**src/rtl/lib_intc_pkg.sv**
```systemverilog
// Shared types and constants for the multi-source interrupt controller.
package lib_intc;

    localparam int unsigned INTC_DATA_W   = 32;
    localparam int unsigned INTC_ID_MAX_W = 4;

    localparam logic CFG_MASK  = 1'b0;
    localparam logic CFG_VBASE = 1'b1;

    typedef enum logic [1:0] {
        IDLE   = 2'd0,
        REQ    = 2'd1,
        ACTIVE = 2'd2
    } INTC_STATE;

    // Request bundle merged by the decode stage into its special-register set
    typedef struct packed {
        logic                     irr;
        logic [INTC_DATA_W-1:0]   intr_vec;
        logic [INTC_ID_MAX_W-1:0] active_id;
    } INTC_OUT;

    // Handler address: one 4-byte slot per source above the vector base
    function automatic logic [INTC_DATA_W-1:0] intc_vec(
        input logic [INTC_DATA_W-1:0]   base,
        input logic [INTC_ID_MAX_W-1:0] id
    );
        return base + (INTC_DATA_W'(id) << 2);
    endfunction

endpackage

```
**src/rtl/prio_enc.sv**
```systemverilog
// Lowest-index-wins priority encoder; index 0 has highest priority.
module prio_enc #(
    parameter int unsigned N = 4,
    parameter int unsigned W = 2
) (
    input  logic [N-1:0] req_i,
    output logic         valid_o,
    output logic [W-1:0] id_o
);

    always_comb begin
        valid_o = |req_i;
        id_o    = '0;
        // Scan downwards so the lowest set index is written last
        for (int i = int'(N) - 1; i >= 0; i--) begin
            if (req_i[i]) begin
                id_o = W'(i);
            end
        end
    end

endmodule

```
**src/rtl/intr_ctrl.sv**
```systemverilog
// N_SRC-source fixed-priority interrupt controller with ack/eoi handshake.
// Define INTC_EDGE_DETECT_EN for rising-edge sources; default is level mode.
module intr_ctrl
    import lib_intc::*;
#(
    parameter int unsigned N_SRC = 4,
    parameter int unsigned ID_W  = (N_SRC > 1) ? $clog2(N_SRC) : 1
) (
    input  logic                   clk,
    input  logic                   rst,
    input  logic [N_SRC-1:0]       src,
    input  logic                   cfg_we,
    input  logic                   cfg_addr,
    input  logic [INTC_DATA_W-1:0] cfg_wdata,
    input  logic                   ack,
    input  logic                   eoi,
    output logic                   irr,
    output logic [INTC_DATA_W-1:0] intr_vec,
    output logic [ID_W-1:0]        active_id,
    output logic [N_SRC-1:0]       pending
);

    INTC_STATE              state_q;
    logic [N_SRC-1:0]       mask_q;
    logic [INTC_DATA_W-1:0] vbase_q;
    logic [N_SRC-1:0]       pend_q;
    logic [N_SRC-1:0]       pend_d;
    logic                   irr_q;
    logic [INTC_DATA_W-1:0] vec_q;
    logic [ID_W-1:0]        id_q;

    logic [N_SRC-1:0]       evt_c;
    logic [N_SRC-1:0]       clr_c;
    logic [N_SRC-1:0]       cand_c;
    logic                   win_vld_c;
    logic [ID_W-1:0]        win_id_c;

`ifdef INTC_EDGE_DETECT_EN
    logic [N_SRC-1:0] src_q;

    always_ff @(posedge clk) begin
        if (rst) begin
            src_q <= '0;
        end else begin
            src_q <= src;
        end
    end

    assign evt_c = src & ~src_q;
`else
    assign evt_c = src;
`endif

    // A new event on the bit being acknowledged wins over the clear
    assign clr_c  = (state_q == REQ && ack) ? (N_SRC'(1) << id_q) : '0;
    assign pend_d = (pend_q & ~clr_c) | evt_c;
    assign cand_c = pend_q & mask_q;

    prio_enc #(
        .N (N_SRC),
        .W (ID_W)
    ) u_prio_enc (
        .req_i   (cand_c),
        .valid_o (win_vld_c),
        .id_o    (win_id_c)
    );

    always_ff @(posedge clk) begin
        if (rst) begin
            pend_q <= '0;
        end else begin
            pend_q <= pend_d;
        end
    end

    always_ff @(posedge clk) begin
        if (rst) begin
            mask_q  <= '0;
            vbase_q <= '0;
        end else if (cfg_we) begin
            if (cfg_addr == CFG_VBASE) begin
                vbase_q <= cfg_wdata;
            end else begin
                mask_q <= cfg_wdata[N_SRC-1:0];
            end
        end
    end

    // Request handshake; id and vector stay frozen from latch until the next latch
    always_ff @(posedge clk) begin
        if (rst) begin
            state_q <= IDLE;
            irr_q   <= 1'b0;
            vec_q   <= '0;
            id_q    <= '0;
        end else begin
            case (state_q)
                IDLE: begin
                    if (win_vld_c) begin
                        id_q    <= win_id_c;
                        vec_q   <= intc_vec(vbase_q, INTC_ID_MAX_W'(win_id_c));
                        irr_q   <= 1'b1;
                        state_q <= REQ;
                    end
                end
                REQ: begin
                    if (ack) begin
                        irr_q   <= 1'b0;
                        state_q <= ACTIVE;
                    end
                end
                ACTIVE: begin
                    if (eoi) begin
                        state_q <= IDLE;
                    end
                end
                default: begin
                    irr_q   <= 1'b0;
                    state_q <= IDLE;
                end
            endcase
        end
    end

    assign irr       = irr_q;
    assign intr_vec  = vec_q;
    assign active_id = id_q;
    assign pending   = pend_q;

endmodule
```
**config.mk**
```make
export PLATFORM = sky130hd
export DESIGN_NAME = intr_ctrl
export DESIGN_NICKNAME = d
export VERILOG_FILES = /design/src/rtl/lib_intc_pkg.sv /design/src/rtl/prio_enc.sv /design/src/rtl/intr_ctrl.sv
export SDC_FILE = /design/constraint.sdc
export NUM_CORES = 1
export LEC_CHECK = 0
export ABC_AREA = 1
export CAP_MARGIN = 20
export CORE_ASPECT_RATIO = 0.9
export CORE_UTILIZATION = 51
export DETAILED_ROUTE_END_ITERATION = 8
export GPL_TIMING_DRIVEN = 0
export MAX_ROUTING_LAYER = met4
export PLACE_DENSITY = 0.8
export SYNTH_ARGS = -nofsm -noshare
export SYNTH_HDL_FRONTEND = slang
export SYNTH_SLANG_ARGS = --single-unit
```
**constraint.sdc**
```tcl
create_clock -name clk -period 2.3 [get_ports clk]
set_input_delay 0.345 -clock clk [delete_from_list [all_inputs] [get_ports clk]]
set_output_delay 0.345 -clock clk [all_outputs]
set_load 0.03 [all_outputs]
```
After elaboration in Yosys (flattened, before gate mapping) --
Index checks and enable logic that the tools add are counted.
Word-level totals: output and inout bits 39, word-level logic and storage cells 40, register bits after elaboration 77
Cells by class: mux-type cells 12, add/subtract/negate cells 1, reductions and logical operators 8, eq/ne operators 5, shifts and indexed selects 1, bitwise logic cells 6
Operator list (number):
- $add 32x4->32 | 1
- $mux 2 | 7
- $and 4x4->4 | 2
- $pmux 2 s3 | 1
- $reduce_and 2->1 | 3
- $reduce_and 3->1 | 2
- $mux 4 | 1
- $ne 2x2->1 const B | 2
- $not 4->4 | 1
- $or 4x4->4 | 1
- $reduce_or 4->1 | 1
- $shl 1x2->4 const A | 1
- $pmux 1 s3 | 1
- $eq 2x1->1 const B | 1
- $eq 2x2->1 const B | 1
- $logic_not 2->1 | 1
- $mux 1 | 2
- $ne 2x1->1 const B | 1
- $not 1->1 | 2
- $logic_and 1x1->1 | 1

Longest topological paths before layout --
Gate-level depths: netlist of run 1.
depth in word-level cells 6, depth in mapped cells 14, depth with buffers taken out 14

Cells and area by module --
From an unflattened synthesis of run 1, not the netlist that was laid out.
Second synthesis, totals: cells, all modules 566, area, all modules 3758.6 µm²
Modules (own cells, without submodules):
- intr_ctrl | area each 3712.3 µm², cells an instance 557, instances 1, sequential area each 1541.5 µm²
- prio_enc | area each 46.3 µm², cells an instance 9, instances 1, sequential area each 0.0 µm²

Worst setup path before layout of run 1 --
No wires, ideal clock.
kind register to register, from register pend_q[2] (netlist: pending[2]), to register vec_q[26] (netlist: intr_vec[26]), data required time 2.191 ns, period minus slack after synthesis 2.182 ns, buffers on the path 0, arrival 2.073 ns, cell stages (with the launch flop) 14, slack 0.118 ns, path through dfxtp_1 -> nand2_1 -> nand3_1 -> a21boi_0 -> ha_1 -> fa_1 -> nand3_4 -> clkinv_2 -> nand2_4 -> clkinv_1 -> nand3_1 -> nand3_1 -> nand2_1 -> inv_1
On the way: cells in the longest elaborated chain, start to end 5
RTL lines:
- from (decl) | RTL line intr_ctrl.sv:26 | logic [N_SRC-1:0] pend_q;
- from (signal assigned) | RTL line intr_ctrl.sv:72 | pend_q <= pend_d;
- $and 4x4->4 | RTL line intr_ctrl.sv:57 | assign cand_c = pend_q & mask_q;
- $mux 2 (3 in a row) | RTL line prio_enc.sv:16 | if (req_i[i]) begin
- named net u_prio_enc.id_o[0] | RTL line prio_enc.sv:8 | output logic [W-1:0] id_o
- $add 32x4->32 | RTL line lib_intc_pkg.sv:28 | return base + (INTC_DATA_W'(id) << 2);
- to (signal assigned) | RTL line intr_ctrl.sv:101 | vec_q <= intc_vec(vbase_q, INTC_ID_MAX_W'(win_id_c));
- to (decl) | RTL line intr_ctrl.sv:29 | logic [INTC_DATA_W-1:0] vec_q;
The timed path passes the listed nets, and every way through them passes these cells. A chain may end at the register's enable or synchronous reset.

Worst setup path in the final report of run 1 --
from register pend_q[0] (netlist: pending[0]), to register vec_q[26] (netlist: intr_vec[26])
On the way: cells in the longest elaborated chain, start to end 3
RTL lines (RTL line):
- $and 4x4->4 | intr_ctrl.sv:57
- $mux 2 | prio_enc.sv:16
- named net u_prio_enc.id_o[0] | prio_enc.sv:8
- $add 32x4->32 | lib_intc_pkg.sv:28
The timed path passes the listed nets, and every way through them passes these cells.

==> results_dict.tcl, run 1 <==
set metrics [dict create \
    outcome "completed" \
    antenna_found_initial 0 \
    clkTransAtPathRegs_ns 0.08 \
    register_area_um2 1541 \
    syn-instance-count 535 \
    fin_crit_ns 2.192 \
    synth_compound_area_share_pct 15.48 \
    muxShareOfSynthArea_pct 0 \
    antenna_cells 0 \
    cts_setup_buffers 0 \
    fin_hold_ws_ns 0.4692 \
    ctsLongestPathBuffers 2 \
    worst-path-buf-inv 3 \
    p_leak_nw 1.933 \
    synth_top_family_by_area "simple AND/OR/NAND/NOR gates" \
    setup_viol 0 \
    std_cell_rows 29 \
    fin_skew_ns 0.008665 \
    cp_top_family "adder cells" \
    fmax_mhz 456.2 \
    syn_avg_cell_area_um2 6.906 \
    die_x_um 91.72 \
    cpPeakStageDelay_ns 0.44 \
    gp_congestion 0.9457 \
    ys.flop_type "dfxtp_1" \
    drive_above_1_share_pct 7.765 \
    grt.total_usage_pct 29.04 \
    nFillCells 629 \
    synth_top_area_cell "dfxtp_1" \
    synth-xor-area-share_pct 2.370 \
    worst_setup_path_start_kind "register" \
    cp.arrival_ns 2.44 \
    start_util_pct 52.49 \
    wirelength_um 10250 \
    power_density_nw_per_um2 690.8 \
    synth_edf_count 0 \
    rrSetupSlack_ns 0.11 \
    min_path_cells 2 \
    min_path_type "reg2reg" \
    synth.area.top_cells "dfxtp_1, nor2_1, nand2_1, o21ai_0, inv_1" \
    vias 3729 \
    cts_buffers 9 \
    drcViolationCount 0 \
    critPathSlowestCell "fa_1" \
    ioPinCount 81 \
    overflow 0 \
    crit_chain "nand2_1, a21boi_2, ha_1, fa_1, nand3_4, clkinv_2, nand2_4, clkinv_1, nand3_1, nand3_1, nand2_1, inv_1" \
    synth_commonest_cells "nor2_1, nand2_1, dfxtp_1" \
    clock-root-buffer "clkbuf_8" \
    insertion_delay_ns 0.35 \
    cp.depth 12 \
    grt_pass1_vias 3446 \
    rsz0062_at_grt "no" \
    setup_tns_ns 0 \
    reg2reg_depth 12 \
    cts_num_sinks 77 \
    core-area_um2 7039 \
    synthDistinctLibCells 37 \
    syn_to_final_growth_pct 30.48 \
    synth_top_area_share_pct 41.72 \
    fin_crit_sh_pct 95.30 \
    grt_max_degree 13 \
    dr.pass1.iters 5 \
    pre_cts_ws_ns 0.09251 \
    critical_path.max_fanout 4 \
    ys_ff_latch 77 \
    yosysMostFrequentCell "nor2_1" \
    maxCapViolCount 0 \
    syn_nets 580 \
    nets 671 \
    crit_type "reg2reg" \
    grt_pass1_wl_um 16240 \
    multi_input_area_um2 1857 \
    routedWlPerCell_um 14.15 \
    synth_warnings 0 \
    viasPerCell 5.151 \
    syn_area_um2 3695 \
    end_kind "register" \
    ys_seq_area_share_pct 41.72 \
    die_area_um2 7589 \
    port_buffers 80 \
    cp.required_ns 2.55 \
    synth-simple-area-share_pct 31.02 \
    die_y_um 82.75 \
    slew-limit-headroom_pct 64.89 \
    setup_slack_ns 0.1081 \
    peakVddDrop_mv 0.4550 \
    dp_hpwl_um 7668 \
    worst_slew_pin_slew_ns 0.5267 \
    async_flop_share_pct 0 \
    drv_slew 0 \
    synthAdderAreaFrac_pct 1.219 \
    htreeDepth 3 \
    drtIter0Drc 195 \
    postCtsHoldBufs 0 \
    hold_violations 0 \
    total_power_mw 3.330 \
    drtAntennaViolNets 0 \
    cts_tree "built" \
]
-- cells in the final DEF, fill, tap and decap left out, types with 2 or more instances in the layout --
master,instances
clkdlybuf4s50_1,80
nor2_4,5
xnor2_1,2
ha_1,2
nand3_1,29
clkbuf_1,14
a21oi_1,34
nand2_1,102
o21ai_0,58
buf_4,2
o21ai_1,2
dfxtp_1,77
nand2_2,2
buf_2,4
clkinv_2,2
nor2_1,112
clkbuf_8,11
xor2_1,8
a21oi_2,5
o31ai_1,3
nand2_4,2
inv_1,52
nor2_2,5
-- registers in the layout, summed over array words and instances, names as in the netlist --
name and cells:
intr_vec 32, pending 4, active_id 2, mask_q 4, state_q 2, irr 1, vbase_q 32
-- cells by family (layout without fill, tap and decap cells) --
family,Yosys count,count (layout)
AO/OA/AOI/OAI,106,106
XOR/XNOR,10,10
adder cells (fa/ha/maj),3,3
buffers and inverters,75,171
flip-flops,77,77
AND/OR/NAND/NOR,264,264
-- what timing repair did --
item | 4_1_cts | 5_1_grt
resized for setup | 1 | 2
gates cloned | 0 | 0
setup endpoints to repair | 1 | 5
-- area by class of cell --
class	count	area share (%)
Timing Repair Buffer	80	16.61
Sequential cell	77	31.98
Clock buffer	13	3.296
Buffer	20	1.972
Inverter	55	4.308
Clock inverter	3	0.9084
Tap cell	93	2.414
Multi-Input combinational cell	383	38.52
-- final timing paths --
path	start	endpoint
hold / removal	irr	irr
hold reg to reg	irr	irr
setup reg to reg	pending[0]	intr_vec[26]
setup / recovery	pending[0]	intr_vec[26]
-- tightest hold or removal path: cells and delay by family (launching register included) --
kind / cells / cell delay (ns)
AO/OA/AOI/OAI: 1 / 0.05
AND/OR/NAND/NOR: 1 / 0.06
flip-flops: 1 / 0.32
-- where the power goes --
part / internal (mW) / switching, mW
clock network: 0.562 / 0.494
logic: 0.307 / 0.423
registers: 1.45 / 0.0917
total: 2.32 / 1.01
-- per-layer routing --
layer	up-vias	part of all wire, %	global-route usage, %
li1	1879	-	-
met1	1698	44	34.85
met2	132	47	49.25
met3	20	6.6	6.593
met4	0	2.1	9.219
met5	-	0	-
-- per-stage QoR --
step                std cells  cell area [um2]  util [%]
floorplan                 535             3695         -
global route              724             4821     68.49
global placement          708             4612     65.52
finish                    724             4821     68.49
CTS                       724             4815     68.40
detailed placement        708             4612     65.52
Note: power is estimated with default switching activity, not from simulation.
==> run 2: changes to the inputs <==
- CORE_ASPECT_RATIO: 0.9 -> default
- CORE_UTILIZATION: 51 -> 46
- PLACE_DENSITY: 0.8 -> 0.77
- clock period: 2.3 -> 2 ns (I/O delays scaled with it)
==> results_dict.tcl, run 2 (same netlist as run 1, synthesis figures left out) <==
set metrics [dict create \
    peakVddDrop_mv 0.4001 \
    fin_crit_sh_pct 99.47 \
    crit_type "reg2reg" \
    setup_viol 0 \
    postCtsHoldBufs 0 \
    critical_path.max_fanout 4 \
    total_power_mw 3.927 \
    p_leak_nw 2.048 \
    reg2reg_depth 13 \
    vias 3838 \
    setup_slack_ns 0.01057 \
    outcome "completed" \
    grt.total_usage_pct 27.21 \
    dp_hpwl_um 7868 \
    routedWlPerCell_um 14.48 \
    die_y_um 91.62 \
    maxCapViolCount 0 \
    worstReg2RegStart "pending[3]" \
    timing.rr.end "intr_vec[20]" \
    min-delay-start "src[2]" \
    final_common_cell "nor2_1" \
    crit_chain "inv_2, o21ai_2, inv_2, nor2_4, fa_2, nand3_4, inv_4, buf_6, nand3b_4, nor2_2, nand2_1, nand2_1, a21oi_2" \
    cts_tree "built" \
    pre_cts_ws_ns -0.1494 \
    drtAntennaViolNets 0 \
    power_density_nw_per_um2 776.7 \
    antenna_found_initial 0 \
    port_buffers 80 \
    cts_num_sinks 77 \
    overflow 0 \
    cp.arrival_ns 2.24 \
    grt_pass1_wl_um 17040 \
    antenna_cells 0 \
    dr.pass1.iters 5 \
    start_util_pct 47.57 \
    cts_buffers 9 \
    fin_skew_ns 0.01348 \
    nFillCells 706 \
    drcViolationCount 0 \
    critPathSlowestCell "dfxtp_2" \
    min_to "pending[2]" \
    cpPeakStageDelay_ns 0.36 \
    rsz0062_at_grt "yes" \
    wirelength_um 10780 \
    slew-limit-headroom_pct 59.86 \
    std_cell_rows 32 \
    place_area_um2 4631 \
    worst_slew_pin_slew_ns 0.6021 \
    clkTransAtPathRegs_ns 0.09 \
    worst_setup_path_start_kind "register" \
    drv_slew 0 \
    viasPerCell 5.159 \
    p_clk_share_pct 32.7 \
    htreeDepth 3 \
    rrSetupSlack_ns 0.01 \
    drtIter0Drc 169 \
    die_area_um2 8394 \
    finish.instance_area_um2 5056 \
    syn_to_final_growth_pct 36.84 \
    drive_above_1_share_pct 12.93 \
    cp.required_ns 2.25 \
    ctsLongestPathBuffers 2 \
    p_seq_share_pct 45.2 \
    fin_crit_ns 1.989 \
    nets 682 \
    gp_congestion 0.9121 \
    hold_violations 0 \
    die_x_um 91.62 \
    core-area_um2 7767 \
    min_path_cells 3 \
    setup_tns_ns 0 \
    intPower_mw 2.694 \
    fmax_mhz 502.7 \
    final_cell_mix "nor2_1, nand2_1, clkdlybuf4s50_1, dfxtp_1, o21ai_0" \
    end_kind "register" \
    grt_pass1_vias 3564 \
    min_path_type "in2reg" \
    grt_max_degree 15 \
    p_sw_mw 1.233 \
    pwr-share-comb_pct 22.1 \
    p_sw_share_pct 31.41 \
    insertion_delay_ns 0.36 \
    ioPinCount 81 \
    clock-root-buffer "clkbuf_8" \
]
[run 2: cell types whose count changed in the layout (fill, tap and decap cells not counted), moves of 3 or more]
cell,before,now
nand2_4,2,5
nand2_1,102,98
buf_4,2,10
dfxtp_2,0,4
dfxtp_1,77,72
inv_2,1,4
nand3_1,29,26
[run 2: stage by stage]
stage          cells  hold slack (ns)  utilization, %
2_1_floorplan    535           0.4205               -
3_3_place_gp     717           0.4568           59.62
3_5_place_dp     717           0.4612           59.62
4_1_cts          735           0.4642           63.06
5_1_grt          744           0.4872           65.09
6_report         744           0.4682           65.09
[run 2: worst max-delay path: cells and delay by family, from the launching register on]
family / cells / cell delay, ns
AOI/OAI and AO/OA: 2 / 0.25
DFF: 1 / 0.36
adders and majority gates: 1 / 0.27
and+or+nand+nor: 6 / 0.66
buffers and inverters: 4 / 0.33
[run 2: what timing repair did]
action                                  4_1_cts  5_1_grt
pin swaps                                     2       19
endpoints found under the setup margin       22       20
hold endpoints to repair                      0        0
resized for setup                             7       24
buffers inserted                              2        9
[run 2: layout make-up]
cell class	count	area [um2]	share of cell area, %
plain buffers	20	95.09	1.881
flip-flops and latches	77	1550	30.66
clock inverters	5	65.06	1.287
multi-input cells	383	1954	38.65
clock buffers	11	151.4	2.994
repair buffers	91	903.4	17.87
inverters	55	209.0	4.133
well taps	102	127.6	2.524
[run 2: worst max-delay path by stage]
stage                from            to  slack [ns]  depth (start not counted)
3_3_place_gp   pending[2]  intr_vec[26]       -0.10                         13
6_report       pending[3]  intr_vec[20]        0.01                         13
4_1_cts        pending[2]  intr_vec[30]       0.004                         13
2_1_floorplan  pending[0]  intr_vec[26]      -0.009                         12
3_5_place_dp   pending[2]  intr_vec[18]       -0.15                         12
5_1_grt        pending[2]  intr_vec[28]       -0.11                         14
[run 2: layer usage]
layer	track usage [%]	vias to the layer above	share of wire, %
met1	31.41	1783	42
met2	46.74	128	50
li1	-	1902	-
met3	4.726	25	5.2
met5	-	-	0
met4	11.11	0	2.9
[run 2: power by group through the flow]
stage / Clock, mW / Sequential (mW) / Combinational, mW
final: 1.28 / 1.78 / 0.866
after global routing: 1.36 / 1.79 / 0.938
after CTS: 1.29 / 1.77 / 0.851
after detailed placement: 0 / 1.81 / 0.839
after global placement: 0 / 1.80 / 0.823
after floorplan: 0 / 1.95 / 0.326
